$ cat src/rtl/vid_4ppc_tx.sv
// vid_4ppc_tx - 4-pixel-per-clock video test-pattern transmitter.
//
// Generates hsync/vsync/pixel_valid/data_type timing and 64-bit pixel words
// (4 lanes x 16 bit, lane 0 = leftmost pixel at bits [15:0]) for a 4PPC sink.
//
// Ports:
//   i_clk          pixel clock
//   i_rstn         asynchronous active-low reset
//   i_init_done    run enable; 0 holds the counters at 0 and the outputs low
//   i_pattern_sel  0 ramp, 1 coordinate, 2 solid (frame count), 3 checker 16x16
//   o_hsync        active-high hsync (every line, including blanking lines)
//   o_vsync        active-high vsync (whole lines)
//   o_pixel_data   four pixels, zero outside the active window
//   o_pixel_valid  active word strobe
//   o_data_type    DATA_TYPE while valid, else 0
//   o_frame_cnt    completed frame count, wraps at all-ones
//
// All outputs are registered, one clock behind the h/v counter state.
module vid_4ppc_tx #(
    parameter int          HACT      = 1920,
    parameter int          VACT      = 1080,
    parameter int          HSA       = 4,
    parameter int          HBP       = 4,
    parameter int          HFP       = 4,
    parameter int          VSA       = 1,
    parameter int          VBP       = 1,
    parameter int          VFP       = 1,
    parameter int          PPC       = 4,
    parameter int          BPP       = 16,
    parameter logic [5:0]  DATA_TYPE = 6'h1E,
    parameter int          FCNT_W    = 16
) (
    input  logic              i_clk,
    input  logic              i_rstn,
    input  logic              i_init_done,
    input  logic [1:0]        i_pattern_sel,
    output logic              o_hsync,
    output logic              o_vsync,
    output logic [63:0]       o_pixel_data,
    output logic              o_pixel_valid,
    output logic [5:0]        o_data_type,
    output logic [FCNT_W-1:0] o_frame_cnt
);

    localparam int HW   = HACT / PPC;
    localparam int HTOT = HSA + HBP + HW + HFP;
    localparam int VTOT = VSA + VBP + VACT + VFP;
    localparam int HCW  = $clog2(HTOT);
    localparam int VCW  = $clog2(VTOT);

    localparam logic [HCW-1:0] H_LAST    = HCW'(HTOT - 1);
    localparam logic [HCW-1:0] H_SA_END  = HCW'(HSA);
    localparam logic [HCW-1:0] H_ACT_BEG = HCW'(HSA + HBP);
    localparam logic [HCW-1:0] H_ACT_END = HCW'(HSA + HBP + HW);
    localparam logic [VCW-1:0] V_LAST    = VCW'(VTOT - 1);
    localparam logic [VCW-1:0] V_SA_END  = VCW'(VSA);
    localparam logic [VCW-1:0] V_ACT_BEG = VCW'(VSA + VBP);
    localparam logic [VCW-1:0] V_ACT_END = VCW'(VSA + VBP + VACT);

    logic [HCW-1:0]    h_cnt_q, h_cnt_d;
    logic [VCW-1:0]    v_cnt_q, v_cnt_d;
    logic [FCNT_W-1:0] frame_cnt_q, frame_cnt_d;
    logic [1:0]        pat_q, pat_d;
    logic              hsync_q, hsync_d;
    logic              vsync_q, vsync_d;
    logic              valid_q, valid_d;
    logic [63:0]       data_q, data_d;
    logic [5:0]        dtype_q, dtype_d;

    logic              act_c;
    logic [15:0]       x_w;
    logic [7:0]        y_w;
    logic [63:0]       pix_word;

    assign act_c = (h_cnt_q >= H_ACT_BEG) && (h_cnt_q < H_ACT_END) &&
                   (v_cnt_q >= V_ACT_BEG) && (v_cnt_q < V_ACT_END);
    assign x_w   = 16'(h_cnt_q - H_ACT_BEG);
    assign y_w   = 8'(v_cnt_q - V_ACT_BEG);

    // Pattern generator; x_w/y_w are only meaningful inside the active window.
    always_comb begin
        logic [15:0] px;
        logic [15:0] pix;
        pix_word = '0;
        for (int unsigned i = 0; i < PPC; i++) begin
            px = (x_w << 2) + 16'(i);
            case (pat_q)
                2'd0:    pix = px;
                2'd1:    pix = {y_w, px[7:0]};
                2'd2:    pix = 16'(frame_cnt_q);
                default: pix = (px[4] ^ y_w[4]) ? '1 : '0;
            endcase
            pix_word[BPP*i +: BPP] = pix;
        end
    end

    always_comb begin
        h_cnt_d     = h_cnt_q;
        v_cnt_d     = v_cnt_q;
        frame_cnt_d = frame_cnt_q;
        pat_d       = pat_q;
        hsync_d     = 1'b0;
        vsync_d     = 1'b0;
        valid_d     = 1'b0;
        data_d      = '0;
        dtype_d     = '0;
        if (!i_init_done) begin
            // Idle abandons any partial frame; frame count is kept.
            h_cnt_d = '0;
            v_cnt_d = '0;
        end else begin
            hsync_d = (h_cnt_q < H_SA_END);
            vsync_d = (v_cnt_q < V_SA_END);
            valid_d = act_c;
            data_d  = act_c ? pix_word : '0;
            dtype_d = act_c ? DATA_TYPE : '0;
            if (h_cnt_q == '0 && v_cnt_q == '0) begin
                pat_d = i_pattern_sel;
            end
            if (h_cnt_q == H_LAST) begin
                h_cnt_d = '0;
                if (v_cnt_q == V_LAST) begin
                    v_cnt_d     = '0;
                    frame_cnt_d = frame_cnt_q + FCNT_W'(1);
                end else begin
                    v_cnt_d = v_cnt_q + VCW'(1);
                end
            end else begin
                h_cnt_d = h_cnt_q + HCW'(1);
            end
        end
    end

    always_ff @(posedge i_clk or negedge i_rstn) begin
        if (!i_rstn) begin
            h_cnt_q     <= '0;
            v_cnt_q     <= '0;
            frame_cnt_q <= '0;
            pat_q       <= '0;
            hsync_q     <= 1'b0;
            vsync_q     <= 1'b0;
            valid_q     <= 1'b0;
            data_q      <= '0;
            dtype_q     <= '0;
        end else begin
            h_cnt_q     <= h_cnt_d;
            v_cnt_q     <= v_cnt_d;
            frame_cnt_q <= frame_cnt_d;
            pat_q       <= pat_d;
            hsync_q     <= hsync_d;
            vsync_q     <= vsync_d;
            valid_q     <= valid_d;
            data_q      <= data_d;
            dtype_q     <= dtype_d;
        end
    end

    assign o_hsync       = hsync_q;
    assign o_vsync       = vsync_q;
    assign o_pixel_valid = valid_q;
    assign o_pixel_data  = data_q;
    assign o_data_type   = dtype_q;
    assign o_frame_cnt   = frame_cnt_q;

endmodule

$ cat config.mk
export PLATFORM = sky130hd
export DESIGN_NAME = vid_4ppc_tx
export DESIGN_NICKNAME = d
export VERILOG_FILES = /design/src/rtl/vid_4ppc_tx.sv
export SDC_FILE = /design/constraint.sdc
export NUM_CORES = 1
export LEC_CHECK = 0
export ABC_AREA = 1
export BUFFER_PORTS_ARGS = -buffer_cell sky130_fd_sc_hd__buf_2
export CORE_MARGIN = 5
export CORE_UTILIZATION = 45
export CTS_CLUSTER_SIZE = 16
export DETAILED_ROUTE_END_ITERATION = 7
export PLACE_DENSITY = 0.69
export SLEW_MARGIN = 20
export SYNTH_ARGS = -nofsm -noshare
export SYNTH_HDL_FRONTEND = slang
export SYNTH_SLANG_ARGS = --single-unit
$ cat constraint.sdc
create_clock -name i_clk -period 3.5 [get_ports i_clk]
set_clock_uncertainty 0.1 [all_clocks]
set_input_delay 0.7 -clock i_clk [delete_from_list [all_inputs] [get_ports i_clk]]
set_output_delay 0.7 -clock i_clk [all_outputs]
set_load 0.01 [all_outputs]
== Yosys cells after proc, flatten, opt, wreduce, memory -nomap -nowiden ==
Index checks and enable logic that the tools add are counted.
Storage, ports and cells
  register bits after elaboration: 111
  word-level logic and storage cells: 61
Cells by class
  $add $sub $neg: 8
  $lt $le $gt $ge: 6
  eq/ne operators: 5
  muxes and demuxes: 20
  bitwise gates (word level): 4
  reduce and logical (&&, ||, !) cells: 9
Operators with widths (number)
  16-bit case mux with 3 select lines: 4
  64-bit 2-to-1 mux: 2
  16-bit 2-to-1 mux: 4
  11-bit 2-to-1 mux: 3
  12-bit by 3-bit adder with 13-bit output (second input constant): 2
  9-bit 2-to-1 mux: 2
  16-bit by 1-bit adder with 16-bit output (second input constant): 1
  12-bit by 2-bit adder with 13-bit output (second input constant): 1
  11-bit by 1-bit adder with 11-bit output (second input constant): 1
  11-bit equality test (second input constant): 1
  11-bit by 2-bit greater-or-equal comparator with 1-bit output (second input constant): 1
  11-bit zero test: 1
  11-bit by 1-bit less-than comparator with 1-bit output (second input constant): 1
  11-bit less-than comparator (second input constant): 1
  5-bit 2-to-1 mux: 2
  9-bit by 4-bit subtractor with 10-bit output (second input constant): 1
  9-bit by 1-bit adder with 9-bit output (second input constant): 1
  9-bit equality test (second input constant): 1
  9-bit by 4-bit greater-or-equal comparator with 1-bit output (second input constant): 1
  9-bit zero test: 1
  9-bit by 3-bit less-than comparator with 1-bit output (second input constant): 1
  9-bit less-than comparator (second input constant): 1
  8-bit by 2-bit subtractor with 8-bit output (second input constant): 1
  1-bit logical AND: 4
  other kinds (8): 13

== Depth between registers and ports, before layout ==
  word-level depth: 7
  depth in mapped cells: 11
  mapped depth without buffers: 10

== Worst setup path after synthesis ==
OpenSTA, ideal clock, no wires.
  kind: register -> register
  start point: reg v_cnt_q[1]
  end point: reg data_q[54] (netlist: o_pixel_data[54])
  setup time: 0.121 ns
  arrival: 1.520 ns
  slack: 1.759 ns
  stages on the path, launching flop included: 11
  buffers on the path: 1
  cell sequence: dfrtp_1 > inv_1 > ha_1 > nand2_1 > nor2_1 > nand2_1 > nor2_1 > nor2_2 > nand3_2 > buf_6 > nor2_1
On the way
  word-level cells in the longest chain between the ends: 6
  elaborated cells between the ends (all ways): 10
  classes of those cells: 1 x add/sub; 2 x order compare; 4 x mux; 1 x bitwise; 2 x reduce/logical
Ends and longest elaborated chain
  from (decl): RTL line 61  | logic [VCW-1:0] v_cnt_q, v_cnt_d;
  from (signal assigned): RTL line 147  | v_cnt_q <= v_cnt_d;
  8-bit by 2-bit subtractor with 8-bit output: RTL line 78  | assign y_w = 8'(v_cnt_q - V_ACT_BEG);
  1-bit XOR: RTL line 91  | default: pix = (px[4] ^ y_w[4]) ? '1 : '0;
  16-bit 2-to-1 mux: RTL line 91
  16-bit case mux with 3 select lines: RTL line 87  | case (pat_q)
  64-bit 2-to-1 mux (*): RTL line 115  | data_d = act_c ? pix_word : '0;
  64-bit 2-to-1 mux (*): RTL line 107  | if (!i_init_done) begin
  to (signal assigned): RTL line 153  | data_q <= data_d;
  to (decl): RTL line 67  | logic [63:0] data_q, data_d;
Mark *: on every way between the ends. The rest lies on a longest branch, timed or not.
A chain may end at the register's enable or synchronous reset.

== Worst setup path in the final report ==
  start point: reg h_cnt_q[4]
  end point: reg data_q[59] (netlist: o_pixel_data[59])
On the way
  word-level cells in the longest chain between the ends: 6
  elaborated cells between the ends (all ways): 10
  classes of those cells: 2 x add/sub; 2 x order compare; 3 x mux; 3 x reduce/logical
Ends and longest elaborated chain
  from (decl): RTL line 60  | logic [HCW-1:0] h_cnt_q, h_cnt_d;
  from (signal assigned): RTL line 146  | h_cnt_q <= h_cnt_d;
  branches (longest 4 deep; another with 12-bit by 3-bit adder with 13-bit output)
  64-bit 2-to-1 mux (*): RTL line 115
  64-bit 2-to-1 mux (*): RTL line 107
Mark *: on every way between the ends.

==> impl_metrics.py <==
metrics = {
    "yosys": {
        "post_synth_num_cell_types": 36,
        "synth.cell_area_um2": 4060,
        "synth_top_area_cell": "dfrtp_1",
        "ys_ff_latch": 59,
        "synth-seq-area-share_pct": 36.36,
        "synth.yosys.warnings": 0,
        "ys_top_cells_by_area": "dfrtp_1 (36%), nand2_1 (11%), buf_4 (10%)",
        "post_synth.cell_area_avg_um2": 7.589,
        "yosysTopAreaCellShare_pct": 36.36,
        "post_synth_inst_count": 535,
    },
    "worst_setup_path": {
        "worstPathBufferInverterCount": 1,
        "worstSetupStartpoint": "h_cnt_q[4]$_DFF_PN0_",
        "master_of_the_slowest_instance_on_the_critical_path": "dfrtp_1",
        "setup.worst_path.class": "reg -> reg",
        "crit_family": "simple AND/OR/NAND/NOR gates",
        "required_ns": 3.63,
        "cpPeakStageDelay_ns": 0.48,
        "arrival_ns": 2.23,
        "worstPathMaxFanout": 5,
        "cp-end-kind": "register",
        "path_cells": "inv_1 > ha_1 > nand3_1 > nor2_1 > nand2_1 > nand2_1 > nor3b_1 > nor2_2",
        "timing.critical_path.mode_cell": "nand2_1",
        "startpoint_class_of_the_critical_path": "register",
        "rr_startpoint": "h_cnt_q[4]$_DFF_PN0_",
    },
    "placed_design": {
        "final_weighted_congestion_of_routability_driven_global_placement": 0.8959,
        "io_buffer_count": 91,
        "placedCellCount": 672,
        "dp.final_hpwl_um": 7606,
    },
    "pwr": {
        "peakVddDrop_uv": 210.7,
        "leakage_nw": 2.477,
        "power-per-cell-area_nw_per_um2": 364.8,
    },
    "detailed_routing": {
        "drt_iter0_drc": 263,
        "antenna_violating_nets_left": 0,
        "detail_route.wirelength_um": 9992,
        "route.vias.total": 3498,
        "via_per_inst": 5.084,
        "first_pass_iters": 5,
        "drc": 0,
        "per_cell_routed_wire_length_um": 14.52,
    },
    "floorplan": {
        "rows": 34,
        "pin_count": 94,
        "floorplan.die.width_um": 105.0,
        "die_area_um2": 11020,
        "die-height_um": 105.0,
        "core_um2": 8763,
        "floorplan.initialDensity_pct": 46.33,
    },
    "run_status": {
        "run_status": "finished clean",
    },
    "global_route": {
        "pin_count_of_the_biggest_net_entering_global_routing": 36,
        "number_of_antenna_violations_at_the_first_check_in_global_routing": 0,
        "grt_first_pass_wirelength_um": 16590,
        "grt_overflow": 0,
        "grt_pass1_vias": 3325,
        "total_routing_usage_gr_pct": 18.36,
    },
    "sta": {
        "rsz0062_at_grt": "no",
        "worst_slew_margin_rel_pct": 47.88,
        "final_count_of_pins_violating_max_slew": 0,
        "hold_ws_ns": 0.3212,
        "timing.setup.tns_ns": 0,
        "finalSetupViolCount": 0,
        "f_max_ghz": 0.4759,
        "post_layout_min_period_ns": 2.101,
        "fin_hold_viols": 0,
        "slew_of_the_pin_with_the_lowest_slew_margin_ns": 0.7818,
        "post-route-period-util_pct": 60.04,
    },
    "clock_tree": {
        "cts.clk_slew.worst_paths_ns": 0.08,
        "cts.hold.buffers_added": 0,
        "cts.root.buffer_cell": "clkbuf_8",
        "post_cts.resized_instances": 0,
        "postCtsSetupBuffers": 0,
        "ctsLongestPathBuffers": 2,
        "cts.sinks": 59,
        "cts-buffers-inserted": 9,
        "clk-insertion-delay-late_ns": 0.36,
        "cts-htree-levels": 3,
        "cts_tree": "yes",
    },
    "finish": {
        "area.growth.synth_to_final_pct": 7.951,
        "commonest_cells_after_routing_fill_and_taps_aside": "nand2_1 (115), buf_2 (91), nor2_1 (66)",
        "finalNetCount": 594,
        "drive_gt1_share_pct": 25.52,
        "n_antenna_cell": 0,
        "most_common_library_cell_in_the_layout_ignoring_fill_and_taps": "nand2_1",
        "final-instance-count-excl-fill": 688,
    },
    "job": {
        "max-cap-violations": 0,
    },
    "worst_hold_path": {
        "min_path_type": "in -> async",
    },
}
## cell type report
type | count | area, µm²
fill | 848 | 4380
multi-input combinational | 348 | 1841
sequential | 59 | 1476
timing repair buffer | 92 | 462.9
inverter | 65 | 244.0
tap | 108 | 135.1
clock buffer | 9 | 123.9
clock inverter | 7 | 100.1
## Yosys cell counts (all sizes together)
master,instances
o211ai,1
and3,1
o221ai,1
nand4,10
clkbuf,1
or2,1
o21ai,35
nor3,11
nand2,124
ha,14
o21a,1
xnor2,4
a21oi,13
inv,65
conb,1
nor2,73
dfrtp,59
nor3b,1
xor2,11
buf,63
nand3,39
o22ai,5
a211oi,1
## layer usage
metal / GRT usage, % / up-vias / part of all wire [%] / wire length [µm]
li1: - / 1718 / - / -
met1: 24.43 / 1602 / 44 / 4408
met2: 29.32 / 165 / 47 / 4669
met3: 3.946 / 13 / 7.7 / 769
met4: 6.941 / 0 / 1.5 / 146
met5: 0 / - / 0 / 0
## kinds of logic (layout without fill, tap and decap cells)
kind of cell	count (synthesis)	after routing	synth area share (%)
AO/OA/AOI/OAI	57	57	8.013
XOR/XNOR	15	15	3.236
adder cells (fa/ha/maj)	14	14	4.314
buffers and inverters	129	173	18.40
flip-flops	59	59	36.36
other	1	2	0.09236
AND/OR/NAND/NOR	260	260	29.58
## flip-flops by register name, indices dropped and copies added, names as in the netlist
name,count
pat_q,2
o_frame_cnt,16
o_hsync,1
o_pixel_data,18
h_cnt_q,9
v_cnt_q,11
o_data_type,1
o_vsync,1
## per-stage QoR
| step | util, % | cell area, µm² | setup WS, ns | power (mW) |
|---|---|---|---|---|
| CTS | 50.01 | 4383 | 1.492 | 1.606 |
| global route | 50.01 | 4383 | 1.272 | 1.668 |
| finish | 50.01 | 4383 | 1.399 | 1.599 |
| global placement | 47.46 | 4159 | 1.534 | 0.8936 |
| detailed placement | 47.46 | 4159 | 1.503 | 0.8941 |
| floorplan | - | 4064 | 1.759 | 0.8352 |
## worst paths after layout
check	slack, ns	cells past startpoint	end
setup / recovery	1.40	8	o_pixel_data[59]$_DFF_PN0_
hold / removal	0.32	1	o_frame_cnt[6]$_DFFE_PN0P_
setup reg to reg	1.40	8	o_pixel_data[59]$_DFF_PN0_
hold reg to reg	0.44	1	h_cnt_q[0]$_DFF_PN0_
max in group asynchronous	2.18	2	o_pixel_data[56]$_DFF_PN0_
min in group i_clk	0.44	1	h_cnt_q[0]$_DFF_PN0_
## where the power goes
group / switching, mW / internal, mW
Combinational: 0.122 / 0.0521
Clock: 0.307 / 0.405
Sequential: 0.0221 / 0.690
Total: 0.452 / 1.15
No activity file was read; power rests on OpenSTA's default activity.
